<file path="src/rtl/afifo_wr_arb.sv">
// Round-robin arbiter sharing one async-FIFO write port among N requesters; grant locks for a burst.
// Grant lands the cycle after a request in IDLE; beats stall while the registered full flag is high.
module afifo_wr_arb #(
  parameter int W         = 77,
  parameter int N         = 4,
  parameter int IW        = 2,
  parameter int MAX_BURST = 8
) (
  input  logic           clk,
  input  logic           reset,
  input  logic [N-1:0]   req_valid,
  input  logic [N*W-1:0] req_data,
  input  logic [N-1:0]   req_last,
  output logic [N-1:0]   req_ready,
  output logic           fifo_wr_en,
  output logic [W-1:0]   fifo_wr_data,
  input  logic           fifo_wr_full,
  input  logic           fifo_wr_afull,
  output logic [IW-1:0]  grant_id,
  output logic           busy,
  output logic [15:0]    beats_cnt
);

  typedef enum logic {IDLE, LOCK} state_t;

  state_t        state;
  logic [IW-1:0] rr_ptr;
  logic [7:0]    burst_cnt;
  logic [15:0]   afull_cycles;
  logic [W-1:0]  data_arr [N];
  logic          found;
  logic [IW-1:0] pick;
  logic [IW:0]   cand;
  logic          locked;
  logic          end_burst;

  for (genvar gi = 0; gi < N; gi++) begin : g_unpack
    assign data_arr[gi] = req_data[gi*W +: W];
  end

  // Scan rr_ptr+1 .. rr_ptr+N with an explicit wrap so non-power-of-two N works.
  always_comb begin
    found = 1'b0;
    pick  = '0;
    cand  = '0;
    for (int k = 1; k <= N; k++) begin
      cand = {1'b0, rr_ptr} + (IW+1)'(k);
      if (cand >= (IW+1)'(N)) cand = cand - (IW+1)'(N);
      if (!found && req_valid[cand[IW-1:0]]) begin
        found = 1'b1;
        pick  = cand[IW-1:0];
      end
    end
  end

  assign locked       = (state == LOCK) && !reset;
  assign fifo_wr_en   = locked && req_valid[grant_id] && !fifo_wr_full;
  assign fifo_wr_data = data_arr[grant_id];
  assign busy         = (state == LOCK);
  assign end_burst    = req_last[grant_id] || (burst_cnt == 8'(MAX_BURST-1));

  always_comb begin
    req_ready = '0;
    for (int i = 0; i < N; i++) begin
      req_ready[i] = locked && (grant_id == IW'(i)) && !fifo_wr_full;
    end
  end

  always_ff @(posedge clk) begin
    if (reset) begin
      state        <= IDLE;
      grant_id     <= '0;
      rr_ptr       <= IW'(N-1);
      burst_cnt    <= '0;
      beats_cnt    <= '0;
      afull_cycles <= '0;
    end else begin
      if (fifo_wr_afull && afull_cycles != 16'hFFFF) afull_cycles <= afull_cycles + 16'd1;
      if (fifo_wr_en && beats_cnt != 16'hFFFF) beats_cnt <= beats_cnt + 16'd1;
      case (state)
        IDLE: begin
          if (found) begin
            grant_id  <= pick;
            burst_cnt <= '0;
            state     <= LOCK;
          end
        end
        LOCK: begin
          if (fifo_wr_en) begin
            burst_cnt <= burst_cnt + 8'd1;
            if (end_burst) begin
              state  <= IDLE;
              rr_ptr <= grant_id;
            end
          end
        end
        default: state <= IDLE;
      endcase
    end
  end

  no_overflow: assert property (@(posedge clk) disable iff (reset) !(fifo_wr_en && fifo_wr_full));

endmodule
</file>
<file path="config.mk">
export PLATFORM = sky130hd
export DESIGN_NAME = afifo_wr_arb
export DESIGN_NICKNAME = d
export VERILOG_FILES = /design/src/rtl/afifo_wr_arb.sv
export SDC_FILE = /design/constraint.sdc
export NUM_CORES = 1
export LEC_CHECK = 0
export CAP_MARGIN = 20
export CORE_AREA = 2 2 163 165
export DETAILED_ROUTE_END_ITERATION = 8
export DIE_AREA = 0 0 165 167
export PLACE_DENSITY = 0.5
export SETUP_SLACK_MARGIN = 0.4
export SKIP_LAST_GASP = 1
export SYNTH_ARGS = -nofsm -noshare
export SYNTH_HDL_FRONTEND = slang
export SYNTH_SLANG_ARGS = --single-unit
</file>
<file path="constraint.sdc">
create_clock -name clk -period 3 [get_ports clk]
set_clock_uncertainty 0.1 [all_clocks]
set_input_delay 0.45 -clock clk [delete_from_list [all_inputs] [get_ports clk]]
set_output_delay 0.45 -clock clk [all_outputs]
set_load 0.005 [all_outputs]
</file>
# After elaboration in Yosys (flattened, before gate mapping)
# Index checks and enable logic that the tools add are counted.
# classes
addsub	10
n_reduce_logical	25
n_eq_ne	7
n_mux	34
bitwise	2
n_lt_le_gt_ge	10
# op_table
op	n
$bmux W77 S2	1
$mux W77	2
$add A16 B1 Y16 const B	1
$mux W2	8
$mux W8	2
$ne A16 B16 Y1 const B	1
$pmux W8 S2	1
$ge A3 B3 Y1 const B	5
$logic_and A1 B1 Y1	15
$lt A2 B3 Y1 const B	5
$mux W1	13
$bmux W1 S2	6
$add A8 B1 Y8 const B	1
$eq A8 B3 Y1 const B	1
$sub A2 B1 Y2 const B	4
$add A2 B2 Y3 const B	2
$logic_not A1 Y1	5
$eq A2 B2 Y1 const B	2
$ne A2 B2 Y1 const B	2
$reduce_and A2 Y1	2
$add A2 B1 Y3 const B	1
$add A2 B3 Y3 const B	1
$not A2 Y3	1
$reduce_and A3 Y1	1
5 further kinds	5
# word_totals
in_bits	320
ff_bits	29
output_inout_bits	101
word_cells	93

# Logic depth before layout (Yosys ltp)
# Gate-level depths: netlist of run 1.
# logic_depth
ltp_word	17
depth_mapped	7
depth_no_buf	5

# Worst setup path after synthesis of run 1
# No wires, ideal clock.
# synth_timing
path_kind	reg-to-output
from	register grant_id[0]
to	output fifo_wr_data[10]
stages_incl_launch_ff	4
slack_ps	852
arrival_ps	1598
n_path_buf	2
required_time_ps	2450
cell_sequence	dfxtp_1 > buf_4 > buf_1 > mux4_2
# synth_via
elab_chain_len	4
# synth_rtl
element	line	source
start: declaration	19	output logic [IW-1:0] grant_id,
start signal: assignment	83	grant_id <= pick;
$not A2 Y3 (not written as such)	58	assign fifo_wr_data = data_arr[grant_id];
$bmux W77 S2	58	
$mux W77 (not written as such) (2 in series)	58	
end: declaration	16	output logic [W-1:0] fifo_wr_data,
# Every way passes these cells. The select of a mux whose other input is x is not followed.

# Worst setup path in the final report of run 1
# layout_timing
from	register grant_id[0]
to	output fifo_wr_data[59]
# The elaborated chain is that of the path after synthesis.

==> results of run 1 <==
-- critical path, cell delays in order, from the launching register on --
cell and delay, ns:
dfxtp_4 0.44, buf_4 0.16, buf_16 0.13, mux4_2 0.56
clkdlybuf4s50_1 0.50
-- flip-flops by register name, summed over array words and instances, names as in the netlist --
register	flops
beats_cnt	16
burst_cnt	8
busy	1
grant_id	2
rr_ptr	2
-- kinds of logic after synthesis --
logic type	count (synthesis)	synth area share, %
buffers and inverters	36	4.39
xor gates and xnor gates	5	1.28
adders and majority gates	2	0.731
muxes	84	53.6
AOI/OAI and AO/OA	43	8.12
DFF	29	17.0
and+or+nand+nor	88	14.9
-- where the power goes --
| group | switching [mW] | internal (mW) |
|---|---|---|
| sequential | 0.0181 | 0.391 |
| clock | 0.169 | 0.304 |
| combinational | 0.418 | 0.884 |
| total | 0.605 | 1.58 |
-- synth_stat cells, types with 8 or more instances --
cell and instances:
buf_1 11, inv_1 10, nand3_1 10, clkbuf_1 10
nand2_1 12, dfxtp_1 29, o31ai_1 8, a21oi_1 16
nor2_1 17, mux4_2 79, or4_1 8, nand4_1 9
-- final timing paths --
path                            depth (start not counted)    startpoint          endpoint
worst min register to register                          2  burst_cnt[1]      burst_cnt[1]
worst min-delay path                                    2  burst_cnt[1]      burst_cnt[1]
worst max register to register                          5  beats_cnt[0]     beats_cnt[13]
worst max-delay path                                    4   grant_id[0]  fifo_wr_data[59]
-- layer usage --
| layer | track usage (%) | vias to the layer above |
|---|---|---|
| met5 | 0 | - |
| met4 | 2.72 | 18 |
| met3 | 8.94 | 23 |
| met2 | 28.8 | 249 |
| met1 | 25.2 | 2332 |
| li1 | - | 2104 |
-- repair_timing --
item | 4_1_cts | 5_1_grt
gates cloned | 0 | 3
endpoints found under the hold margin | 0 | 0
setup endpoints to repair | 73 | 30
gates resized for setup | 11 | 12
setup buffers | 6 | 3
-- area by class of cell --
type,instances,share of cell area (%)
antenna,12,0.356
tap,335,4.98
clock inverter,2,0.119
timing repair buffer,443,53.6
multi-input combinational,222,31.9
inverter,10,0.446
clock buffer,6,1.53
sequential,29,6.98
-- through the flow --
stage                     hold WS (ns)  area (µm²)
after global placement           0.374        8070
after global routing             0.415        8400
after floorplan                  0.360        3420
after CTS                        0.385        8250
after detailed placement         0.379        8070
final                            0.386        8420
==> flow_metrics.py, run 1 <==
metrics = {
    "drt": {
        "wire_per_inst_um": 26.3,
        "dr.max_layer_used": "met5",
        "vias_per_cell": 4.46,
        "num_vias": 4726,
        "wl_mm": 27.9,
        "drt_iter0_markers": 208,
        "dr_wl_met3_mm": 3.83,
        "wl_met1_mm": 11.5,
        "first_pass_iters": 4,
        "met2_length_mm": 12.4,
        "postRouteAntennaNets": 0,
        "drc_errors": 0,
    },
    "clocking": {
        "clk_pin_slew_ns": 0.05,
        "cts_buffer_depth": 2,
        "ctsRootBufferMaster": "clkbuf_16",
        "clock_latency_ns": 0.27,
        "cts_tree": "built",
        "clock-sinks": 29,
        "htreeDepth": 2,
        "postCtsHoldBufs": 0,
        "cts_buffers": 5,
    },
    "pwr": {
        "ir_drop_uv": 218,
        "leakage_nw": 2.93,
        "powerDensity_mw_per_mm2": 259,
        "p_total_mw": 2.18,
    },
    "sta": {
        "fin_crit_ns": 2.63,
        "worst_slack_ns": 0.374,
        "hold_violations": 0,
        "finalSetupViolCount": 0,
        "tightestPinTransition_ns": 0.679,
        "final.setup.tns_ns": 0,
        "period_share_pct": 87.5,
        "relSlewSlack_pct": 54.4,
        "rsz0062_at_grt": "yes",
        "maxClockFrequency_mhz": 381,
        "slew_violations": 0,
    },
    "finish": {
        "final_common_cell": "clkdlybuf4s50_1",
        "fin_cells": 1059,
        "drive_above_1_share_pct": 16.9,
        "final_core_util_pct": 32.7,
        "synthToLayoutAreaGrowth_pct": 146,
        "final_nets": 1033,
        "seq_area_um2": 588,
        "num-fill-cells": 2628,
        "final_cell_mix": "clkdlybuf4s50_1 (398), mux4_2 (79), dfxtp_1 (27)",
        "multiInputGateArea_mm2": 0.00269,
    },
    "logic_synthesis": {
        "ys_types": 42,
        "yosysWarnings": 0,
        "ys_seq_area_share_pct": 17.0,
        "ys_ff_latch": 29,
        "synthFlopType": "dfxtp_1",
        "syn_nets": 609,
        "yosysTopAreaCell": "mux4_2",
        "syn-cell-area_mm2": 0.00342,
        "synth_edf_count": 0,
        "synth_area_leaders": "mux4_2 (52%), dfxtp_1 (17%), a21oi_1 (2.3%), nor2_1 (1.9%), o31ai_1 (1.8%)",
        "synth_top_cell_area_share_pct": 52.0,
        "syn_inst": 287,
        "avgSynthCellArea_um2": 11.9,
        "synth-async-reset-ratio_pct": 0,
    },
    "setup_path": {
        "worst-path-max-fanout": 8,
        "cp.required_ns": 2.45,
        "arrival_ns": 2.08,
        "startpoint_type": "register",
        "rrSetupSlack_ns": 0.85,
        "critPathKind": "reg -> out",
        "end_kind": "primary output",
    },
    "placed_design": {
        "hpwlAfterDp_mm": 24.2,
        "preCtsSetupSlack_ns": 0.281,
        "io_buffers": 419,
        "gp_congestion": 0.917,
        "dp_cells": 1027,
    },
    "run_status": {
        "status": "finished, final reports clean",
    },
    "grt": {
        "grt_pass1_wl_mm": 36.3,
        "grt_max_degree": 37,
        "grt.total_usage_pct": 19.0,
        "grt-ovfl-total": 0,
        "grt_pass1_vias": 4719,
        "antenna_found_initial": 25,
    },
    "min_path": {
        "min_path_type": "reg -> reg",
    },
    "floorplanning": {
        "start_util_pct": 13.3,
        "ios": 421,
        "core-area_mm2": 0.0258,
        "row_count": 59,
        "die_h_um": 167,
        "die_area_mm2": 0.0276,
        "die_x_um": 165,
    },
    "run": {
        "maxCapViolations": 0,
    },
}
(Power assumes the default switching activity.)
==> run 2, diff against run 1 <==
- SKIP_CTS_REPAIR_TIMING: unset -> 1
==> run 2 against run 1 <==
Against the previous run:
- design area up 2.7%
- worst hold slack about the same
- global-route usage is 0.17 points lower
- non-clock buffer count rose by 14
- maximum frequency fell by 1.1%
- largest cell class unchanged
- highest routed layer unchanged
==> flow_metrics.py, run 2 (synthesis results as in run 1) <==
metrics = {
    "run_status": {
        "status": "finished, final reports clean",
    },
    "drt": {
        "wl_mm": 28.4,
        "wire_per_inst_um": 26.6,
        "drc_errors": 0,
        "drt_iter0_markers": 149,
        "vias_per_cell": 4.47,
        "postRouteAntennaNets": 0,
        "first_pass_iters": 4,
        "num_vias": 4772,
    },
    "placed_design": {
        "dp_cells": 1027,
        "hpwlAfterDp_mm": 24.2,
        "preCtsSetupSlack_ns": 0.281,
        "io_buffers": 419,
        "gp_congestion": 0.917,
    },
    "run": {
        "maxCapViolations": 0,
    },
    "finish": {
        "largest_register": "beats_cnt",
        "multiInputGateArea_mm2": 0.00269,
        "final_cell_mix": "clkdlybuf4s50_1 (372), mux4_2 (79), dlymetal6s2s_1 (47)",
        "seq_area_um2": 588,
        "num-fill-cells": 2608,
        "final_core_util_pct": 33.6,
        "drive_above_1_share_pct": 18.5,
        "final_common_cell": "clkdlybuf4s50_1",
        "synthToLayoutAreaGrowth_pct": 153,
        "fin_cells": 1068,
        "largest_register_ffs": 16,
        "final_nets": 1047,
        "largest_registers": "beats_cnt: 16 flops, burst_cnt: 8 flops",
    },
    "clocking": {
        "clock-sinks": 29,
        "ctsRootBufferMaster": "clkbuf_16",
        "cts_tree": "built",
        "cts_buffer_depth": 2,
        "clk_pin_slew_ns": 0.05,
        "clock_latency_ns": 0.27,
        "htreeDepth": 2,
        "cts_buffers": 5,
    },
    "floorplanning": {
        "core-area_mm2": 0.0258,
        "die_area_mm2": 0.0276,
        "ios": 421,
        "row_count": 59,
        "die_h_um": 167,
        "start_util_pct": 13.3,
        "die_x_um": 165,
    },
    "setup_path": {
        "end_kind": "primary output",
        "cp_num_buf_inv": 4,
        "crit_path_cell_trace": "buf_12 -> buf_12 -> buf_16 -> mux4_2 -> clkdlybuf4s50_1",
        "r2r_cells": 7,
        "rrSetupSlack_ns": 0.74,
        "path_delay_family": "buffers and inverters",
        "slowest_stage": "mux4_2",
        "critPathKind": "reg -> out",
        "r2r-end": "beats_cnt[11]",
        "cp.required_ns": 2.45,
        "slowest_delay_ns": 0.57,
        "worst-path-max-fanout": 13,
        "cp_common_cell": "buf_12",
        "arrival_ns": 2.10,
        "rr_startpoint": "grant_id[0]",
        "startpoint_type": "register",
    },
    "pwr": {
        "ir_drop_uv": 217,
        "powerDensity_mw_per_mm2": 257,
        "leakage_nw": 3.32,
    },
    "sta": {
        "worst_slack_ns": 0.346,
        "maxClockFrequency_mhz": 377,
        "slew_violations": 0,
        "hold_violations": 0,
        "period_share_pct": 88.5,
        "finalSetupViolCount": 0,
        "relSlewSlack_pct": 54.4,
        "fin_crit_ns": 2.65,
        "rsz0062_at_grt": "yes",
        "final.setup.tns_ns": 0,
        "tightestPinTransition_ns": 0.679,
    },
    "min_path": {
        "holdCritStartpoint": "burst_cnt[1]",
        "hold_depth": 2,
        "hold_end": "burst_cnt[1]",
        "min_path_type": "reg -> reg",
    },
    "grt": {
        "antenna_found_initial": 26,
        "grt_pass1_vias": 4670,
        "grt_max_degree": 37,
        "grt-ovfl-total": 0,
        "grt.total_usage_pct": 18.9,
        "grt_pass1_wl_mm": 36.0,
    },
}
-- run 2: cell types whose count changed in the layout (fill, tap and decap cells not counted) --
cell,previous run,this run
buf_16,1,2
buf_6,2,1
dlygate4sd2_1,10,0
clkdlybuf4s50_1,398,372
buf_8,0,2
buf_4,14,25
diode_2,12,7
clkbuf_4,0,1
dlymetal6s2s_1,11,47
-- run 2: layout make-up --
class / count / share of cell area, %
diodes: 7 / 0.202
inverters: 10 / 0.434
clock buffers: 6 / 1.49
clock inverters: 2 / 0.116
flip-flops and latches: 29 / 6.80
repair buffers: 457 / 55.0
well taps: 335 / 4.85
multi-input cells: 222 / 31.1
-- run 2: worst max path at each step --
stage	depth (start not counted)	from	end	slack, ns
3_5_place_dp	5	req_valid[3]	fifo_wr_en	0.28
5_1_grt	5	grant_id[0]	fifo_wr_data[35]	0.29
2_1_floorplan	3	grant_id[0]	fifo_wr_data[10]	0.85
6_report	5	grant_id[0]	fifo_wr_data[59]	0.35
3_3_place_gp	5	req_valid[3]	fifo_wr_en	0.27
4_1_cts	3	grant_id[0]	fifo_wr_data[49]	0.16
-- run 2: per-stage QoR --
| step | power (mW) | hold WS, ns | instance area (µm²) |
|---|---|---|---|
| finish | 2.22 | 0.386 | 8650 |
| global route | 2.33 | 0.415 | 8640 |
| CTS | 2.18 | 0.385 | 8210 |
| detailed placement | 1.69 | 0.379 | 8070 |
| global placement | 1.69 | 0.374 | 8070 |
| floorplan | 0.801 | 0.360 | 3420 |
-- run 2: power breakdown --
group | switching (mW) | internal [mW]
clock | 0.167 | 0.304
sequential | 0.0138 | 0.391
combinational | 0.436 | 0.909
-- run 2: layer usage --
layer	part of all wire, %	vias to the layer above	track usage [%]
met5	0.41	-	0
met4	0.13	18	2.65
met3	12	21	9.22
met2	45	244	28.6
met1	42	2369	24.8
li1	-	2120	-
-- run 2: worst register-to-register path, stage by stage (launching register included) --
cell and delay, ns:
dfxtp_4 0.35, clkbuf_4 0.18, buf_4 0.15, mux4_2 0.36
nand2_2 0.07, buf_4 0.23, nor4_1 0.35, mux2_2 0.37
